<file path="config.mk">
export PLATFORM = sky130hd
export DESIGN_NAME = mac_array_sequencer
export DESIGN_NICKNAME = d
export VERILOG_FILES = /design/src/rtl/mac_array_sequencer.sv
export SDC_FILE = /design/constraint.sdc
export NUM_CORES = 1
export LEC_CHECK = 0
export BUFFER_PORTS_ARGS = -buffer_cell sky130_fd_sc_hd__clkbuf_2
export CAP_MARGIN = 15
export CORE_AREA = 2 2 237 239
export CTS_CLUSTER_SIZE = 30
export DETAILED_ROUTE_END_ITERATION = 10
export DIE_AREA = 0 0 239 241
export SLEW_MARGIN = 20
export SYNTH_ARGS = -nofsm -noshare
export SYNTH_HDL_FRONTEND = slang
export SYNTH_SLANG_ARGS = --single-unit
export TNS_END_PERCENT = 30
</file>
<file path="constraint.sdc">
create_clock -name clk -period 9 [get_ports clk]
set_clock_uncertainty 0.15 [all_clocks]
set_input_delay 1.35 -clock clk [delete_from_list [all_inputs] [get_ports clk]]
set_output_delay 1.35 -clock clk [all_outputs]
set_load 0.1 [all_outputs]
</file>
<file path="src/rtl/mac_array_sequencer.sv">
// Command sequencer for the MAC array: loads K*K weights from BRAM, then streams
// a programmed number of ifmap words from the FIFO and flags psums as they emerge.
module mac_array_sequencer #(
    parameter int MAC_NUM            = 256,
    parameter int MAX_K              = 5,
    parameter int BRAM_ADDRESS_WIDTH = 12,
    parameter int CNT_WIDTH          = 16,
    parameter int BRAM_LAT           = 1,
    parameter int MAC_LAT            = 2
) (
    input  logic                          clk,
    input  logic                          rst,
    input  logic                          start,
    input  logic                          abort,
    input  logic [4:0]                    kernel_size,
    input  logic [CNT_WIDTH-1:0]          num_ifmaps,
    input  logic [BRAM_ADDRESS_WIDTH-1:0] weight_base_addr,
    input  logic [MAC_NUM-1:0]            enable_in,
    output logic [BRAM_ADDRESS_WIDTH-1:0] bram_addr,
    output logic                          bram_rd_en,
    output logic                          load_weight_preload,
    output logic                          load_MAC_weight,
    input  logic                          fifo_empty,
    output logic                          fifo_rd_en,
    output logic                          load_ifmaps,
    output logic [MAC_NUM-1:0]            enable,
    output logic                          psum_valid,
    output logic                          busy,
    output logic                          done,
    output logic [31:0]                   status
);

    typedef enum logic [2:0] {
        IDLE, LOAD_W, W_WAIT, LOAD_MAC, COMPUTE, DRAIN, FINISH
    } state_t;

    localparam logic [4:0]          K_MAX_V    = 5'(MAX_K);
    localparam logic [7:0]          DRAIN_LAST = 8'(MAC_LAT);
    localparam logic [BRAM_LAT-1:0] WSR_LAST   = BRAM_LAT'(1) << (BRAM_LAT - 1);

    state_t                          state_reg;
    logic [9:0]                      k_sq_reg;
    logic [9:0]                      rd_cnt_reg;
    logic [BRAM_ADDRESS_WIDTH-1:0]   addr_reg;
    logic [CNT_WIDTH-1:0]            remaining_reg;
    logic [MAC_NUM-1:0]              enable_reg;
    logic [7:0]                      drain_cnt_reg;
    logic                            rd_en_reg;
    logic                            load_mac_reg;
    logic                            load_ifmaps_reg;
    logic                            done_reg;
    logic                            done_sticky_reg;
    logic                            err_sticky_reg;
    logic [BRAM_LAT-1:0]             wsr_reg;
    logic [BRAM_LAT-1:0]             wsr_next;
    logic [MAC_LAT-1:0]              psr_reg;
    logic [MAC_LAT-1:0]              psr_next;
    logic                            pop;
    logic                            cmd_legal;

    assign cmd_legal = (kernel_size != 5'd0) && (kernel_size <= K_MAX_V) &&
                       (num_ifmaps != '0);
    assign pop       = (state_reg == COMPUTE) && !fifo_empty && (remaining_reg != '0);

    // Latency lines: BRAM read -> preload strobe, load_ifmaps -> psum_valid.
    assign wsr_next[0] = rd_en_reg;
    assign psr_next[0] = load_ifmaps_reg;
    genvar gi;
    generate
        for (gi = 1; gi < BRAM_LAT; gi++) begin : g_wsr
            assign wsr_next[gi] = wsr_reg[gi-1];
        end
        for (gi = 1; gi < MAC_LAT; gi++) begin : g_psr
            assign psr_next[gi] = psr_reg[gi-1];
        end
    endgenerate

    always_ff @(posedge clk) begin
        if (rst) begin
            state_reg       <= IDLE;
            k_sq_reg        <= '0;
            rd_cnt_reg      <= '0;
            addr_reg        <= '0;
            remaining_reg   <= '0;
            enable_reg      <= '0;
            drain_cnt_reg   <= '0;
            rd_en_reg       <= 1'b0;
            load_mac_reg    <= 1'b0;
            load_ifmaps_reg <= 1'b0;
            done_reg        <= 1'b0;
            done_sticky_reg <= 1'b0;
            err_sticky_reg  <= 1'b0;
            wsr_reg         <= '0;
            psr_reg         <= '0;
        end else if (abort) begin
            // Abort flushes in-flight strobes but keeps the sticky status and mask.
            state_reg       <= IDLE;
            rd_en_reg       <= 1'b0;
            load_mac_reg    <= 1'b0;
            load_ifmaps_reg <= 1'b0;
            done_reg        <= 1'b0;
            wsr_reg         <= '0;
            psr_reg         <= '0;
        end else begin
            wsr_reg         <= wsr_next;
            psr_reg         <= psr_next;
            load_ifmaps_reg <= pop;
            load_mac_reg    <= 1'b0;
            done_reg        <= 1'b0;
            case (state_reg)
                IDLE: begin
                    if (start) begin
                        if (cmd_legal) begin
                            k_sq_reg        <= 10'(kernel_size) * 10'(kernel_size);
                            rd_cnt_reg      <= '0;
                            addr_reg        <= weight_base_addr;
                            rd_en_reg       <= 1'b1;
                            remaining_reg   <= num_ifmaps;
                            enable_reg      <= enable_in;
                            done_sticky_reg <= 1'b0;
                            err_sticky_reg  <= 1'b0;
                            state_reg       <= LOAD_W;
                        end else begin
                            err_sticky_reg  <= 1'b1;
                        end
                    end
                end
                LOAD_W: begin
                    if (rd_cnt_reg == k_sq_reg - 10'd1) begin
                        rd_en_reg <= 1'b0;
                        state_reg <= W_WAIT;
                    end else begin
                        rd_cnt_reg <= rd_cnt_reg + 10'd1;
                        addr_reg   <= addr_reg + BRAM_ADDRESS_WIDTH'(1);
                    end
                end
                W_WAIT: begin
                    // Last preload is on the output with nothing queued behind it.
                    if (wsr_reg == WSR_LAST) begin
                        load_mac_reg <= 1'b1;
                        state_reg    <= LOAD_MAC;
                    end
                end
                LOAD_MAC: state_reg <= COMPUTE;
                COMPUTE: begin
                    if (pop) begin
                        remaining_reg <= remaining_reg - CNT_WIDTH'(1);
                        if (remaining_reg == CNT_WIDTH'(1)) begin
                            drain_cnt_reg <= '0;
                            state_reg     <= DRAIN;
                        end
                    end
                end
                DRAIN: begin
                    if (drain_cnt_reg == DRAIN_LAST) begin
                        done_reg  <= 1'b1;
                        state_reg <= FINISH;
                    end else begin
                        drain_cnt_reg <= drain_cnt_reg + 8'd1;
                    end
                end
                FINISH: begin
                    done_sticky_reg <= 1'b1;
                    state_reg       <= IDLE;
                end
                default: state_reg <= IDLE;
            endcase
        end
    end

    assign bram_addr           = addr_reg;
    assign bram_rd_en          = rd_en_reg;
    assign load_weight_preload = wsr_reg[BRAM_LAT-1];
    assign load_MAC_weight     = load_mac_reg;
    assign fifo_rd_en          = pop;
    assign load_ifmaps         = load_ifmaps_reg;
    assign enable              = enable_reg;
    assign psum_valid          = psr_reg[MAC_LAT-1];
    assign busy                = (state_reg != IDLE);
    assign done                = done_reg;
    assign status              = {29'd0, err_sticky_reg, done_sticky_reg, busy};

endmodule

</file>
### Word level (Yosys, flattened, before mapping)

Index checks and enable logic that the tools add are counted.

* output and inout bits: 308
* flip-flop bits (word level): 324
* input port bits: 294

* reductions and logical operators: 25
* bitwise gates (word level): 3
* muxes and demuxes: 34
* add/sub/neg operators: 5
* equality and inequality tests: 18
* multiply operators: 1
* magnitude comparators: 1

Operators by type and width (number)
* $mux W16: 3
* $mux W12: 3
* $pmux W16 S2: 1
* $reduce_bool A16 Y1: 2
* $mux W10: 3
* $mux W8: 3
* $pmux W12 S2: 1
* $mux W3: 7
* $pmux W10 S2: 1
* $pmux W3 S6: 1
* $eq A16 B1 Y1 const B: 1
* $ne A2 B2 Y1 const B: 8
* $pmux W8 S2: 1
* $sub A16 B1 Y16 const B: 1
* $reduce_and A5 Y1: 3
* $add A12 B1 Y12 const B: 1
* $reduce_and A4 Y1: 3
* $add A10 B1 Y10 const B: 1
* $eq A10 B10 Y1: 1
* $mul A5 B5 Y10: 1
* $sub A10 B1 Y10 const B: 1
* $eq A3 B3 Y1 const B: 3
* $add A8 B1 Y8 const B: 1
* $eq A8 B2 Y1 const B: 1
* other kinds (17): 35

### Longest topological paths before layout

* word-level depth: 6
* gate-level depth with buffers: 13
* gate-level depth less buffers: 12

### Least setup slack after synthesis

No wires, ideal clock.

* kind: in2out
* start: input port fifo_empty
* end: output port fifo_rd_en
* arrival: 3682 ps
* path slack: 3818 ps
* stages on the path: 1
* buffers on the path: 0
* path through: a211oi_1

* word-level cells in the longest chain between the ends: 3

Ends and longest elaborated chain
* start, declared: line 23 `input logic fifo_empty,`
* $logic_not A1 Y1: line 63 `assign pop = (state_reg == COMPUTE) && !fifo_empty && (remaining_reg != '0);`
* $logic_and A1 B1 Y1 (2 in series): line 63
* end, declared: line 24 `output logic fifo_rd_en,`

No other way between the ends.

### Worst setup path after layout

* start: register state_reg[2]
* end: output port fifo_rd_en

* word-level cells in the longest chain between the ends: 3

Ends and longest elaborated chain
* start, declared: line 41 `state_t state_reg;`
* start signal, assigned: line 80 `state_reg <= IDLE;`
* start signal, assigned: line 97 `state_reg <= IDLE;`
* start signal, assigned: line 122 `state_reg <= LOAD_W;`
* $eq A3 B3 Y1: line 63
* $logic_and A1 B1 Y1 (2 in series): line 63

No other way between the ends.

==> metrics <==
status finished clean; Power Dens Cells 202 nW/um2; DRT iter0 DRCs 712; initial antenna violation count 3; final worst path period share 50.1%; Largest stage delay, worst path 0.58 ns; Total Nets Final 2,505; core region area 54,900 um2; RR Endpoint enable[222]$_SDFFE_PP0P_; dominant cell type by area after synthesis dfxtp_1; final hold violation count 0; max cap viols 0; CP arrival 3.01 ns; Synth Instances 1,688; TritonRoute pass-1 iters 5; CTS sink count 323; gr ovfl total 0; setup TNS 0 ns; first-pass GRT wire length 66,500 um; post-synthesis sequential area ratio 49.2%; CP max stage cell clkbuf_2; H-tree depth 2; Worst Path Buf+Inv 2; FP Rows 86; Final min period approximately 4.5 ns; vias roughly 13,000; full die area 57,600 um2; CP Launch Type register; IO Pins 602; Placer Congestion 0.800; cell count of the worst reg-to-reg path 5; worst hold start psr_reg[0]$_SDFF_PP0_; Slew headroom 33.0%; Post-CTS Hold Buffers 0; most common library cell in the layout ignoring fill and taps clkbuf_2; Yosys warnings 0; Finished Core Util 32.5%; Die Width 239 um; f_max approximately 220 MHz; critical path data required time ~7.5 ns; worst flop-to-flop path startpoint state_reg[2]$_SDFFE_PP0P_; worst skew pair latency 0.54 ns; CTS tree yes; clk root buf clkbuf_16; count of pins over their slew limit 0; VDD IR max between 100 and 150 uV; Initial Util 23.9%; area share of the largest cell type after synthesis 49.2%; hold path cells 1; Mapped Area 13,100 um2; fillers 5,927; CP endpoint kind output port; most frequent cells in the layout clkbuf_2, nand2_1, dfxtp_1, a21oi_1, nor2_1; layout cells sized above 1 30.0%; # Post-CTS Setup Buffers 0; cell breakdown of the critical path nor2b_1, nand2_1, buf_4, a211oi_1, clkbuf_2; syn avg cell area 7.78 um2; via density per instance 4.46; # port buffers 572; CP Max Fanout 38; clock transition at the registers of the reported paths 0.05 ns; vias in the first global route 12,000; dpl cell area 16,400 um2; Final Setup Violations 0; final instance area 17,800 um2; Post-DRT Antenna Nets 0; R2R setup slack ~5.8 ns; n_diodes 0; Static Leak between 7 and 8 nW; Cell variety after synth 62; Synth area leaders dfxtp_1, nand2_1, a21oi_1; Syn-to-layout area delta 35.6%; post_cts resized 0; number of synthesized flops with an enable pin 0; # DRC 0; Hold Crit Class reg -> reg; Worst Tran Pin Value 1.01 ns; CTS Buf Count 40; Post-synth ARST share 0%; Hold Path Sink psr_reg[1]$_SDFF_PP0_; largest net degree at the start of global routing 150; max reg flops 256; CP top delay family buffers and inverters; DP HPWL 31,800 um; Chip Height between 200 and 250 um; Clock Tree Buf Depth 3; main flop type after synthesis dfxtp_1; Wirelength per Cell 15.2 um; Tot GR Track Use 14.3%; RSZ-0062 raised after global routing false; final wirelength between 40,000 and 50,000 um; WS Path Type reg -> out; post-synthesis register bit count approximately 320
## worst register-to-register path, delay by kind of cell, from the launching register on
family / cells / cell delay, ns
AND/OR/NAND/NOR: 3 / 1.61
buffers and inverters: 1 / 0.78
flip-flops: 1 / 0.43
AO/OA/AOI/OAI: 1 / 0.17
## metal layers
metal | wire length, um | GRT usage (%) | vias up
met5 | 30 | 0 | -
met4 | 916 | 4.22 | 4
met2 | 21400 | 23.4 | 370
met3 | 3170 | 4.48 | 55
met1 | 19000 | 18.2 | 5993
li1 | - | - | 6623
## stage by stage
| stage | total power [mW] | setup WS (ns) | instances | hold slack [ns] |
|---|---|---|---|---|
| after floorplan | 1.81 | 3.82 | 1716 | 0.256 |
| after global routing | 3.73 | 4.30 | 2924 | 0.296 |
| after CTS | 3.65 | 4.46 | 2924 | 0.279 |
| after global placement | 1.93 | 4.51 | 2853 | 0.277 |
| final | 3.59 | 4.49 | 2924 | 0.276 |
| after detailed placement | 1.93 | 4.51 | 2853 | 0.272 |
## worst max path at each step
stage | startpoint | end | slack, ns | cells after the start
floorplan | fifo_empty | fifo_rd_en | 3.82 | 1
global placement | kernel_size[1] | k_sq_reg[8]$_SDFFE_PP0P_ | 4.51 | 13
CTS | state_reg[2]$_SDFFE_PP0P_ | fifo_rd_en | 4.46 | 5
global route | state_reg[2]$_SDFFE_PP0P_ | fifo_rd_en | 4.30 | 5
detailed placement | kernel_size[1] | k_sq_reg[8]$_SDFFE_PP0P_ | 4.51 | 13
finish | state_reg[2]$_SDFFE_PP0P_ | fifo_rd_en | 4.49 | 5
## area by class of cell
class	count	area [um2]	area share [%]
sequential	323	6470	36.3
multi-input combinational	1227	6020	33.8
timing repair buffer	583	2970	16.7
clock buffer	57	1220	6.84
tap	704	881	4.95
clock inverter	14	194	1.09
inverter	16	60.1	0.337
## synth_stat cells (2+ instances only)
master / instances
nand2_1: 548
dfxtp_1: 323
a21oi_1: 305
clkbuf_1: 109
nor2_1: 62
buf_4: 32
nand3_1: 25
o31ai_1: 23
ha_1: 17
o21ai_0: 17
inv_1: 16
nor3_1: 16
nor4_1: 16
and2_1: 15
nand4_1: 11
or4_1: 11
a211oi_1: 10
xnor2_1: 10
and3_1: 9
or3_1: 9
xor2_1: 9
o311ai_1: 7
nor2b_1: 6
o211ai_1: 6
buf_1: 5
a22oi_1: 4
nand2b_1: 4
nand3b_1: 4
or2_2: 4
a21o_1: 3
a31o_2: 3
a31oi_1: 3
and4_1: 3
fa_1: 3
mux2i_1: 3
o32ai_1: 3
a2111oi_0: 2
a22o_1: 2
buf_2: 2
buf_6: 2
nor3b_1: 2
o2111ai_1: 2
o21ai_1: 2
o41ai_1: 2
## power by group
group          internal [mW]  switching, mW
sequential              1.45         0.0146
combinational         0.0993          0.326
clock                   1.06          0.644
## cells by family (layout without fill, tap and decap cells)
group	after synthesis	count (layout)	share of synthesized area, %
DFF	323	323	49.2
muxes	3	3	0.229
and+or+nand+nor	751	751	24.1
adders and majority gates	20	20	2.08
other	1	29	0.0285
buffers and inverters	166	670	5.79
xor gates and xnor gates	19	19	1.27
AOI/OAI and AO/OA	405	405	17.3
Power figures use the tool's default switching activity.
